## src/rtl/wts_i2s_tx_pkg.sv

```systemverilog
// Shared constants, types and sample conversion for the wave table I2S transmitter.
package wts_i2s_pkg;

  localparam int unsigned FRAME_BITS = 64;
  localparam int unsigned SLOT_BITS  = 32;
  localparam int unsigned DATA_BITS  = 16;
  localparam int unsigned IN_BITS    = 12;

  typedef logic [$clog2(FRAME_BITS)-1:0] bit_idx_t;
  typedef logic [DATA_BITS-1:0]          sample_t;
  typedef logic [IN_BITS-1:0]            raw_t;

  localparam bit_idx_t LATCH_BIT     = bit_idx_t'(63);
  localparam bit_idx_t RIGHT_START   = bit_idx_t'(32);
  localparam bit_idx_t LEFT_END      = bit_idx_t'(DATA_BITS);
  localparam bit_idx_t RIGHT_END     = RIGHT_START + LEFT_END;
  localparam bit_idx_t LRCK_HI_FIRST = RIGHT_START - bit_idx_t'(1);

  typedef enum logic [1:0] {
    REG_LEFT,
    REG_RIGHT,
    REG_PAD
  } region_e;

  function automatic region_e region_of(bit_idx_t n);
    if (n < LEFT_END)                         return REG_LEFT;
    else if (n >= RIGHT_START && n < RIGHT_END) return REG_RIGHT;
    else                                      return REG_PAD;
  endfunction

  // Offset binary to left-justified two's complement: flip the MSB, pad the LSBs.
  function automatic sample_t conv(raw_t s);
    return {~s[IN_BITS-1], s[IN_BITS-2:0], {(DATA_BITS-IN_BITS){1'b0}}};
  endfunction

endpackage

```

## src/rtl/wts_i2s_tx_if.sv

```systemverilog
// Sample-side bus between the cartridge top and the I2S transmitter.
interface wts_i2s_tx_if
  import wts_i2s_pkg::*;
();

  raw_t left_in;
  raw_t right_in;
  logic mute;
  logic frame_req;

  modport master (output left_in, output right_in, output mute, input frame_req);
  modport slave  (input left_in, input right_in, input mute, output frame_req);

endinterface

```

## src/rtl/wts_i2s_tx_clkgen.sv

```systemverilog
// BCLK divider and frame bit counter; fall/rise strobe the clk edge on which bclk toggles.
module wts_i2s_clkgen
  import wts_i2s_pkg::*;
#(
  parameter int unsigned BCLK_DIV = 4
) (
  input  logic     clk,
  input  logic     slot_nreset,
  output logic     bclk_o,
  output logic     fall_o,
  output bit_idx_t bit_nxt_o
);

  localparam int unsigned DW = (BCLK_DIV > 2) ? $clog2(BCLK_DIV) : 1;
  localparam logic [DW-1:0] TC = DW'(BCLK_DIV - 1);

  logic [DW-1:0] div_cnt_q, div_cnt_d;
  logic          bclk_q, bclk_d;
  bit_idx_t      bit_cnt_q, bit_cnt_d;
  logic          tc, rise, fall;

  always_comb begin
    tc        = (div_cnt_q == TC);
    rise      = tc && !bclk_q;
    fall      = tc && bclk_q;
    div_cnt_d = tc ? '0 : div_cnt_q + 1'b1;
    bclk_d    = bclk_q;
    bit_cnt_d = bit_cnt_q;
    if (rise) bclk_d = 1'b1;
    if (fall) begin
      bclk_d    = 1'b0;
      bit_cnt_d = bit_cnt_q + 1'b1;
    end
  end

  always_ff @(posedge clk or negedge slot_nreset) begin
    if (!slot_nreset) begin
      div_cnt_q <= '0;
      bclk_q    <= 1'b0;
      bit_cnt_q <= LATCH_BIT;
    end else begin
      div_cnt_q <= div_cnt_d;
      bclk_q    <= bclk_d;
      bit_cnt_q <= bit_cnt_d;
    end
  end

  assign bclk_o    = bclk_q;
  assign fall_o    = fall;
  assign bit_nxt_o = bit_cnt_q + 1'b1;

endmodule

```

## src/rtl/wts_i2s_tx.sv

```systemverilog
// I2S transmitter: latches both channels once per frame and shifts them out MSB first.
module wts_i2s_tx
  import wts_i2s_pkg::*;
#(
  parameter int unsigned BCLK_DIV = 4
) (
  input  logic         clk,
  input  logic         slot_nreset,
  wts_i2s_tx_if.slave  src,
  output logic         i2s_bclk,
  output logic         i2s_lrck,
  output logic         i2s_sdata
);

  logic     fall;
  bit_idx_t bit_nxt;
  logic     enter_latch;

  sample_t hold_l_q, hold_l_d, hold_r_q, hold_r_d;
  sample_t sr_l_q, sr_l_d, sr_r_q, sr_r_d;
  logic    lrck_q, lrck_d, sdata_q, sdata_d, frame_req_q, frame_req_d;

  wts_i2s_clkgen #(.BCLK_DIV(BCLK_DIV)) u_clkgen (
    .clk         (clk),
    .slot_nreset (slot_nreset),
    .bclk_o      (i2s_bclk),
    .fall_o      (fall),
    .bit_nxt_o   (bit_nxt)
  );

  assign enter_latch = fall && (bit_nxt == LATCH_BIT);

  // Everything below is keyed on the bit index being entered at this bclk fall.
  always_comb begin
    hold_l_d    = hold_l_q;
    hold_r_d    = hold_r_q;
    sr_l_d      = sr_l_q;
    sr_r_d      = sr_r_q;
    lrck_d      = lrck_q;
    sdata_d     = sdata_q;
    frame_req_d = enter_latch;
    if (enter_latch) begin
      hold_l_d = src.mute ? '0 : conv(src.left_in);
      hold_r_d = src.mute ? '0 : conv(src.right_in);
    end
    if (fall) begin
      lrck_d  = (bit_nxt >= LRCK_HI_FIRST) && (bit_nxt < LATCH_BIT);
      sdata_d = 1'b0;
      unique case (region_of(bit_nxt))
        REG_LEFT: begin
          if (bit_nxt == '0) begin
            sr_l_d  = hold_l_q;
            sdata_d = hold_l_q[DATA_BITS-1];
          end else begin
            sdata_d = sr_l_q[DATA_BITS-2];
            sr_l_d  = {sr_l_q[DATA_BITS-2:0], 1'b0};
          end
        end
        REG_RIGHT: begin
          if (bit_nxt == RIGHT_START) begin
            sr_r_d  = hold_r_q;
            sdata_d = hold_r_q[DATA_BITS-1];
          end else begin
            sdata_d = sr_r_q[DATA_BITS-2];
            sr_r_d  = {sr_r_q[DATA_BITS-2:0], 1'b0};
          end
        end
        default: ;
      endcase
    end
  end

  always_ff @(posedge clk or negedge slot_nreset) begin
    if (!slot_nreset) begin
      hold_l_q    <= '0;
      hold_r_q    <= '0;
      sr_l_q      <= '0;
      sr_r_q      <= '0;
      lrck_q      <= 1'b0;
      sdata_q     <= 1'b0;
      frame_req_q <= 1'b0;
    end else begin
      hold_l_q    <= hold_l_d;
      hold_r_q    <= hold_r_d;
      sr_l_q      <= sr_l_d;
      sr_r_q      <= sr_r_d;
      lrck_q      <= lrck_d;
      sdata_q     <= sdata_d;
      frame_req_q <= frame_req_d;
    end
  end

  assign i2s_lrck      = lrck_q;
  assign i2s_sdata     = sdata_q;
  assign src.frame_req = frame_req_q;

endmodule

```

## src/flat_wrapper.sv

```systemverilog
// flat-port wrapper written by rule: the top's interface ports become plain ports
module wts_i2s_tx_flat import wts_i2s_pkg::*;
#(
  parameter int unsigned BCLK_DIV = 4
)
  (clk, slot_nreset, i2s_bclk, i2s_lrck, i2s_sdata, src_left_in, src_right_in, src_mute, src_frame_req);
  wts_i2s_tx_if src_i ();
  input  logic clk;
  input  logic slot_nreset;
  output logic i2s_bclk;
  output logic i2s_lrck;
  output logic i2s_sdata;
  input wire logic [$bits(src_i.left_in)-1:0] src_left_in;
  input wire logic [$bits(src_i.right_in)-1:0] src_right_in;
  input wire logic [$bits(src_i.mute)-1:0] src_mute;
  output wire logic [$bits(src_i.frame_req)-1:0] src_frame_req;
  assign src_i.left_in = src_left_in;
  assign src_i.right_in = src_right_in;
  assign src_i.mute = src_mute;
  assign src_frame_req = src_i.frame_req;
  wts_i2s_tx #(.BCLK_DIV(BCLK_DIV)) u_core (.clk(clk), .slot_nreset(slot_nreset), .src(src_i), .i2s_bclk(i2s_bclk), .i2s_lrck(i2s_lrck), .i2s_sdata(i2s_sdata));
endmodule
```

## config.mk

```make
export PLATFORM = sky130hd
export DESIGN_NAME = wts_i2s_tx_flat
export DESIGN_NICKNAME = d
export VERILOG_FILES = /design/src/rtl/wts_i2s_tx_pkg.sv /design/src/rtl/wts_i2s_tx_if.sv /design/src/rtl/wts_i2s_tx_clkgen.sv /design/src/rtl/wts_i2s_tx.sv /design/src/flat_wrapper.sv
export SDC_FILE = /design/constraint.sdc
export NUM_CORES = 1
export LEC_CHECK = 0
export CAP_MARGIN = 15
export CORE_ASPECT_RATIO = 0.5
export CORE_UTILIZATION = 30
export CTS_BUF_LIST = sky130_fd_sc_hd__clkbuf_2
export CTS_CLUSTER_DIAMETER = 80
export DETAILED_ROUTE_END_ITERATION = 10
export PLACE_DENSITY = 0.46
export SYNTH_ARGS = -nofsm -noshare
export SYNTH_HDL_FRONTEND = slang
export SYNTH_SLANG_ARGS = --single-unit
```

## constraint.sdc

```tcl
create_clock -name clk -period 5.59 [get_ports clk]
set_input_delay 1.118 -clock clk [delete_from_list [all_inputs] [get_ports clk]]
set_output_delay 1.118 -clock clk [all_outputs]
set_load 0.05 [all_outputs]
```

==> results of run 1 <==
[sequential cells by signal, indices dropped and copies added, names as in the netlist]
name and count:
u_core.src.frame_req 1, u_core.hold_r_q 12, u_core.i2s_sdata 1, u_core.sr_l_q 11
u_core.u_clkgen.bit_cnt_q 6, u_core.i2s_lrck 1, u_core.u_clkgen.div_cnt_q 2, u_core.u_clkgen.bclk_o 1
u_core.sr_r_q 11, u_core.hold_l_q 12
[power breakdown]
group / switching, mW / internal, mW / total (mW)
logic: 0.0172 / 0.0304 / 0.0477
registers: 0.00511 / 0.429 / 0.434
clock network: 0.143 / 0.0656 / 0.209
total: 0.165 / 0.525 / 0.690
[kinds of logic (layout without fill, tap and decap cells)]
| family | Yosys count | in the layout |
|---|---|---|
| AO/OA/AOI/OAI | 54 | 54 |
| XOR/XNOR | 7 | 7 |
| adder cells (fa/ha/maj) | 3 | 3 |
| buffers and inverters | 18 | 49 |
| flip-flops | 58 | 58 |
| multiplexers | 25 | 25 |
| AND/OR/NAND/NOR | 71 | 71 |
[layout by cell type (no fill, tap or decap), types with 2 or more instances in the layout]
cell type        count
dfrtp_1             52
clkdlybuf4s50_1     29
xnor2_1              3
clkinv_1             2
nand2_1             26
and2_1               2
dfstp_2              6
nand3_1              5
ha_1                 3
nor2b_1             23
mux2_2               5
or3_4                2
inv_1                2
o21ai_0             20
a32o_1               2
mux2_4              19
clkbuf_2            14
o22ai_1             22
o21ai_1              4
a21oi_1              2
xor2_1               4
nor2_1               4
[cell type report]
type / instances / area (um^2)
inverters: 2 / 7.507
repair buffers: 31 / 302.8
clock inverters: 2 / 7.507
clock buffers: 14 / 70.07
well taps: 117 / 146.4
fillers: 925 / 5593
multi-input cells: 160 / 1182
flip-flops and latches: 58 / 1459
[per-stage QoR]
stage	worst slack, ns	cell area (um^2)	hold slack [ns]	total power, mW
3_5_place_dp	2.745	3098	0.4229	0.4905
6_report	2.746	3176	0.4416	0.6901
2_1_floorplan	3.576	2738	0.4031	0.4593
3_3_place_gp	2.770	3098	0.4143	0.4897
4_1_cts	2.677	3176	0.4442	0.7054
5_1_grt	2.620	3176	0.4685	0.7291
[worst max-delay path by stage]
stage | end | slack (ns)
after floorplan | u_core.hold_l_q[10]$_DFFE_PN0P_ | 3.58
after global placement | u_core.hold_r_q[13]$_DFFE_PN0P_ | 2.77
after detailed placement | u_core.hold_l_q[12]$_DFFE_PN0P_ | 2.75
after CTS | i2s_bclk | 2.68
after global routing | i2s_bclk | 2.62
final | i2s_bclk | 2.75
[per-layer routing]
| metal | global-route usage | vias up | part of all wire | wire length, um |
|---|---|---|---|---|
| li1 | - | 876 | - | - |
| met1 | 0.1768 | 899 | 0.50 | 2746 |
| met2 | 0.1897 | 24 | 0.44 | 2410 |
| met3 | 0.04605 | 8 | 0.043 | 237 |
| met4 | 0.06227 | 0 | 0.014 | 78 |
| met5 | 0 | - | 0 | 0 |
==> metrics.txt, run 1 <==
IO Port Bufs 30; Simple-Gate Fraction of Synth Area 0.1449; VDD IR max 65.17 uV; family with the most delay on the worst path buffers and inverters; Crit path largest cell delay 0.82 ns; Compound-Gate Fraction of Synth Area 0.1179; Die H 69.55 um; CTS clock-pin slew for the worst setup and hold paths 0.15 ns; drt total wl 5473 um; DR pass1 iterations 4; # DRC 0; Post-DRT Antenna Nets 0; Resize count post-CTS 0; slowest CP cell clkdlybuf4s50_1; worst-path cell chain clkdlybuf4s50_1; Final min period 2.844 ns; Non-Filler Instances 384; adder and majority cell fraction of the synthesized area 0.01371; yosys warns 0; synth top area cells dfrtp_1 (48%), mux2_4 (10%), dfstp_2 (5.8%); I/O pins 31; Fin. Hold Viols 0; Core Box Area 0.008768 mm^2; fin nets 292; Root Buffer clkbuf_2; CP Depth 1; initial drt markers 89; critical path arrival 1.73 ns; Layout area overhead 16.00%; initial core utilization 0.3122; worst-margin pin slew 1.037 ns; dpl cells 368; asr flop ratio synth 1.000; final setup TNS 0 ns; Pwr Density 217.3 mW/mm^2; Worst R2R End u_core.sr_r_q[11]$_DFFE_PN0P_; Overflow after GRT 0; pin count of the biggest net entering global routing 59; max_cap viols 0; initial antenna violation count 0; maximum clock frequency 351.6 MHz; clock buffer count from CTS 9; Lkg Pwr 1.435 nW; Max Clock Skew 0.02311 ns; Global Route Usage Sum 0.1320; dpl hpwl 3411 um; row count 24; top-count cell post-synth dfrtp_1; EDFF count, synth 0; vias per inst 4.706; unrepaired setup endpoints after global routing no; xor-xnor portion of the synthesized cell area 0.02239; list of most frequent post-synthesis cells dfrtp_1 (52), nand2_1 (26), nor2b_1 (23); sequential fraction of the synthesis area 0.5329; Clk Latency, worst-skew pair 0.49 ns; vias in the first global route 1827; CP Launch Type register; flop-to-flop setup slack 3.02 ns; chip width 137.1 um; critical path class register to primary output; slew margin rel. 0.3088; final core utilization 0.3622; FF-to-FF path depth 6; Synth area leader dfrtp_1; Netlist cell types 37; vias 1807; RD Place Congestion 0.7082; Clock Sinks 58; hold path cells 1; Crit. End Element primary output; largest family of logic cells by synthesized area simple AND/OR/NAND/NOR gates; Synth top area share 0.4753; CTS tree done; Post CTS Setup Buffer Count 0; mapped cell area 0.002738 mm^2; H-Tree Depth 3; post-synthesis sequential element count 58; CP Launch Point u_core.u_clkgen.bclk_o$_DFFE_PN0P_; reg2reg start u_core.u_clkgen.bit_cnt_q[1]$_DFFE_PN1P_; Final Setup Violations 0; first-pass GRT wire length 9411 um; ys flop type dfrtp_1; Syn Nets 266; buffers and inverters on the worst path 1; WL/cell 14.25 um; outcome complete, no violations; layout cells sized above 1 0.2060; Max Buffers Root-to-Sink 2; Min-Delay Path Class register to register; crit-path max FO 4; die area 0.009535 mm^2; post-synthesis mux area share 0.1330; ant diodes 0; synthesized area per cell 11.60 um^2; Crit path required time 4.47 ns; worst hold endpoint u_core.u_clkgen.div_cnt_q[0]$_DFF_PN0_; Final Max Tran Viols 0; period utilization 0.5088; Post-Syn Instances 236; min-delay src u_core.u_clkgen.div_cnt_q[0]$_DFF_PN0_; # hold bufs at CTS 0
Power figures use the tool's default switching activity.
==> inputs of run 2 (changes only) <==
Settings changed: PLACE_DENSITY 0.46 to 0.48.
Clock period 5.59 ns to 2.4 ns, I/O delays scaled along.
==> run 2 against run 1 <==
Against the previous run:
- sequential share of layout area shrank 1.9 points
- count of clock-buffer cells in the layout decreased by 5
- clock power increased to 3.0 times the previous value
- critical path depth stayed put
- wire length is 0.13% lower
- combinational power up 140%
- setup slack got worse by 2.5 ns
- via count shrank 0.28%
- die area stayed put
- utilization increased by 1.5 points
- total power grew to 2.5 times the previous value
- highest routed layer unchanged
==> metrics.txt, run 2 (synthesis gave the netlist of run 1 again) <==
Pwr Density 528.2 mW/mm^2 (+140%); Overflow after GRT 0 (unchanged); die area 0.009535 mm^2 (unchanged); vias per inst 4.585 (-2.6%); slew margin rel. 0.6610 (+0.3522); initial core utilization 0.3122 (unchanged); ant diodes 0 (unchanged); first-pass GRT wire length 9321 um (-0.96%); most common cell after layout, fill and taps aside dfrtp_1; IO Port Bufs 30 (unchanged); Final Setup Violations 0 (unchanged); I/O pins 31 (unchanged); Non-Filler Instances 393 (+2.3%); CTS tree done; Min-Delay Path Class primary input to asynchronous set/reset pin; Core Box Area 0.008768 mm^2 (unchanged); outcome complete, no violations; Max Buffers Root-to-Sink 2 (unchanged); DR pass1 iterations 4 (unchanged); CP Launch Type register; final setup margin 0.1982 ns (-2.548 ns); pre-CTS setup slack 0.2412 ns (-2.504 ns); maximum clock frequency 454.2 MHz; row count 24 (unchanged); final setup TNS 0 ns (unchanged); biggest regs u_core.hold_l_q (12), u_core.hold_r_q (12); H-Tree Depth 3 (unchanged); Root Buffer clkbuf_2; unrepaired setup endpoints after global routing no; WL/cell 13.91 um (-2.4%); worst-path cell chain clkdlybuf4s50_1; max_cap viols 0 (unchanged); family with the most delay on the worst path buffers and inverters; vias 1802 (-0.28%); worst-margin pin slew 0.5085 ns (-0.5283 ns); Layout area overhead 20.93%; initial drt markers 73 (-18%); Final Max Tran Viols 0 (unchanged); Fin. Hold Viols 0 (unchanged); RD Place Congestion 0.7622 (+7.6%); PnR Total Power 1.749 mW (+150%); drt total wl 5466 um (-0.13%); slowest CP cell clkdlybuf4s50_1; initial antenna violation count 0 (unchanged); Max Clock Skew 0.01675 ns (-0.006356 ns); Die H 69.55 um (unchanged); layout cells sized above 1 0.2355 (+0.02951); most frequent cells in the layout dfrtp_1 (52), clkdlybuf4s50_1 (28), nand2_1 (26); Post-DRT Antenna Nets 0 (unchanged); critical path class register to primary output; period utilization 0.9174; Crit. End Element primary output; CTS clock-pin slew for the worst setup and hold paths 0.18 ns (+0.03 ns); critical path arrival 1.72 ns (about the same); Clk Latency, worst-skew pair 0.50 ns (about the same); vias in the first global route 1898 (+3.9%); Final min period 2.202 ns; pin count of the biggest net entering global routing 39 (-34%); Crit path required time 1.92 ns (-2.55 ns); Crit path largest cell delay 0.82 ns (about the same); clock buffer count from CTS 9 (unchanged); chip width 137.1 um (unchanged); buffers and inverters on the worst path 1 (unchanged); # DRC 0 (unchanged); crit-path max FO 2 (-2); Clock Sinks 58 (unchanged); Global Route Usage Sum 0.1314 (-0.0005735); placed cell areas 0.003183 mm^2 (+2.7%); design area 0.003311 mm^2 (+4.3%); fin nets 301 (+3.1%); Lkg Pwr 1.507 nW (+5.0%); dpl hpwl 3773 um (+11%); VDD IR max 323.9 uV (+400%); dpl cells 376 (+2.2%)
==> run 2: changes by cell type in the layout (fill, tap and decap cells not counted), moves of 2 or more <==
| cell | previous run | this run |
|---|---|---|
| buf_4 | 1 | 7 |
| clkbuf_2 | 14 | 9 |
| clkinvlp_4 | 0 | 4 |
| buf_12 | 0 | 2 |
| clkinv_1 | 2 | 0 |
| clkinv_2 | 0 | 2 |
==> run 2: report_power, final <==
group	total (mW)	switching [mW]	internal, mW
combinational	0.116	0.0407	0.0750
sequential	1.01	0.0126	0.999
clock	0.621	0.387	0.235
total	1.75	0.440	1.31
==> run 2: worst paths after layout <==
kind	from	to	slack, ns	cells after the start
max in group asynchronous	slot_nreset	u_core.u_clkgen.bit_cnt_q[5]$_DFFE_PN1P_	1.31	3
min in group clk	u_core.u_clkgen.div_cnt_q[0]$_DFF_PN0_	u_core.u_clkgen.div_cnt_q[0]$_DFF_PN0_	0.45	1
worst max-delay path	u_core.i2s_lrck$_DFFE_PN0P_	i2s_lrck	0.20	1
worst min register to register	u_core.u_clkgen.div_cnt_q[0]$_DFF_PN0_	u_core.u_clkgen.div_cnt_q[0]$_DFF_PN0_	0.45	1
worst max register to register	u_core.u_clkgen.bit_cnt_q[2]$_DFFE_PN1P_	u_core.hold_r_q[10]$_DFFE_PN0P_	0.20	6
worst min-delay path	slot_nreset	u_core.u_clkgen.div_cnt_q[1]$_DFF_PN0_	0.45	2
==> run 2: final cells by class <==
type | instances | area, um^2
well taps | 117 | 146.4
repair buffers | 40 | 400.4
flip-flops and latches | 58 | 1459
clock buffers | 9 | 45.04
clock inverters | 7 | 70.07
inverters | 2 | 7.507
fillers | 898 | 5458
multi-input cells | 160 | 1182
==> run 2: repair_timing <==
action	CTS	global route
gates resized for setup	0	1
endpoints found under the hold margin	15	0
setup buffers	0	0
hold buffers	1	0
setup endpoints to repair	0	1
==> run 2: layer usage <==
layer,vias up,track usage,wire [um]
li1,896,-,-
met1,873,0.1752,2789
met2,26,0.1914,2367
met3,7,0.05482,238
met4,0,0.04396,72
met5,-,0,0
==> run 2: through the flow <==
stage                 util  hold WS (ns)
finish              0.3776        0.4472
detailed placement  0.3630        0.4386
global route        0.3776        0.4476
global placement    0.3630        0.4128
floorplan                -        0.1844
CTS                 0.3773        0.4065
==> inputs of run 3 (changes only) <==
Settings changed: GPL_ROUTABILITY_DRIVEN set to 0.
==> run 3 against run 2 <==
Against the previous run:
- global-route usage increased by 0.25 points
- design area down 0.72%
- via count up 1.9%
- setup slack got worse by 0.070 ns
- combinational power about the same
- first-iteration DRC count is 23% higher
- total power decreased by 5.7%
- hold slack got worse by 0.011 ns
- critical path type unchanged
==> metrics.txt, run 3 (synthesis gave the netlist of run 1 again) <==
unrepaired setup endpoints after global routing no; placed cell areas 0.003186 mm^2 (about the same); Fin. Hold Viols 0 (unchanged); worst-path cell chain clkdlybuf4s50_1; max_cap viols 0 (unchanged); CTS tree done; Clk Latency, worst-skew pair 0.50 ns (about the same); layout cells sized above 1 0.2374 (+0.001903); maximum clock frequency 440.2 MHz (-3.1%); crit-path max FO 4 (+2); period utilization 0.9465 (+0.02904); Resize count post-CTS 0 (unchanged); outcome complete, no violations; pin count of the biggest net entering global routing 25 (-36%); VDD IR max 157.3 uV (-51%); clock buffer count from CTS 9 (unchanged); initial drt markers 90 (+23%); row count 24 (unchanged); final core utilization 0.3749 (-0.002711); Layout area overhead 20.06%; H-Tree Depth 3 (unchanged); # DRC 0 (unchanged); Pwr Density 501.5 mW/mm^2 (-5.0%); CTS clock-pin slew for the worst setup and hold paths 0.18 ns (about the same); DR pass1 iterations 4 (unchanged); critical path class register to primary output; design area 0.003287 mm^2 (-0.72%); Clock Sinks 58 (unchanged); Core Box Area 0.008768 mm^2 (unchanged); Global Route Usage Sum 0.1339 (+0.002504); Overflow after GRT 0 (unchanged); initial core utilization 0.3122 (unchanged); die area 0.009535 mm^2 (unchanged); I/O pins 31 (unchanged); drt total wl 5569 um (+1.9%); CP Launch Type register; worst-margin pin slew 0.4953 ns (-0.01314 ns); critical path arrival 1.79 ns (+0.07 ns); Crit. End Element primary output; Final min period 2.271 ns (+0.06970 ns); Max Buffers Root-to-Sink 2 (unchanged); biggest regs u_core.hold_l_q (12), u_core.hold_r_q (12); first-pass GRT wire length 9535 um (+2.3%); Final Max Tran Viols 0 (unchanged); initial antenna violation count 0 (unchanged); final setup TNS 0 ns (unchanged); Non-Filler Instances 395 (+0.51%); Crit path required time 1.92 ns (about the same); PnR Total Power 1.649 mW (-5.7%); slew margin rel. 0.6688 (+0.007722); most common cell after layout, fill and taps aside dfrtp_1; family with the most delay on the worst path buffers and inverters; vias per inst 4.651 (+1.4%); Lkg Pwr 1.476 nW (-2.1%); buffers and inverters on the worst path 1 (unchanged); Max Clock Skew 0.01617 ns (-0.0005798 ns); vias 1837 (+1.9%); vias in the first global route 1925 (+1.4%); IO Port Bufs 30 (unchanged); ant diodes 0 (unchanged); most frequent cells in the layout dfrtp_1 (52), clkdlybuf4s50_1 (29), nand2_1 (26); Final Setup Violations 0 (unchanged); Crit path largest cell delay 0.83 ns (about the same); fin nets 303 (+0.66%); slowest CP cell clkdlybuf4s50_1; Min-Delay Path Class primary input to asynchronous set/reset pin; Post-DRT Antenna Nets 0 (unchanged); dpl cells 378 (+0.53%); dpl hpwl 3788 um (+0.41%); chip width 137.1 um (unchanged); WL/cell 14.10 um (+1.4%); Die H 69.55 um (unchanged); Root Buffer clkbuf_2
-- run 3: cell count changes in the layout (fill, tap and decap cells not counted) --
cell,previous run,this run
buf_4,7,10
buf_12,2,1
bufinv_16,1,0
clkdlybuf4s50_1,28,29
clkinv_1,0,1
clkinv_2,2,1
clkinvlp_4,4,5
dlymetal6s2s_1,1,0
-- run 3: repair_timing --
| action | CTS | global route |
|---|---|---|
| hold endpoints to repair | 15 | 0 |
| hold buffers | 1 | 0 |
| setup buffers | 0 | 0 |
-- run 3: where the power goes --
part           switching, mW  internal [mW]  total, mW
registers             0.0123          0.999       1.01
clock network          0.394          0.128      0.522
logic                 0.0405         0.0748      0.115
-- run 3: path summary, 6_finish.rpt --
kind,start,endpoint,slack (ns),depth (start not counted)
max,u_core.u_clkgen.bclk_o$_DFFE_PN0P_,i2s_bclk,0.13,1
min,slot_nreset,u_core.sr_l_q[13]$_DFFE_PN0P_,0.44,2
max reg2reg,u_core.u_clkgen.bit_cnt_q[1]$_DFFE_PN1P_,u_core.hold_r_q[5]$_DFFE_PN0P_,0.22,6
min reg2reg,u_core.u_clkgen.div_cnt_q[0]$_DFF_PN0_,u_core.u_clkgen.div_cnt_q[0]$_DFF_PN0_,0.45,1
max in group asynchronous,slot_nreset,u_core.u_clkgen.bit_cnt_q[5]$_DFFE_PN1P_,1.31,3
min in group clk,u_core.u_clkgen.div_cnt_q[0]$_DFF_PN0_,u_core.u_clkgen.div_cnt_q[0]$_DFF_PN0_,0.45,1
-- run 3: area by class of cell --
type / count / area [um^2]
Fill cell: 887 / 5482
Sequential cell: 58 / 1459
Multi-Input combinational cell: 160 / 1182
Timing Repair Buffer: 42 / 400.4
Tap cell: 117 / 146.4
Clock inverter: 7 / 46.29
Clock buffer: 9 / 45.04
Inverter: 2 / 7.507
-- run 3: per-layer routing --
layer	global-route usage	up-vias	routed length [um]
met5	0	-	0
met3	0.04898	7	213
met4	0.06593	0	70
met2	0.1925	30	2468
met1	0.1769	899	2816
li1	-	901	-
-- run 3: through the flow --
step | setup slack (ns) | hold slack, ns
after floorplan | 0.3859 | 0.1844
after global placement | 0.2951 | 0.4141
after detailed placement | 0.2625 | 0.4227
after CTS | 0.06676 | 0.3818
after global routing | 0.02438 | 0.4031
final | 0.1285 | 0.4362
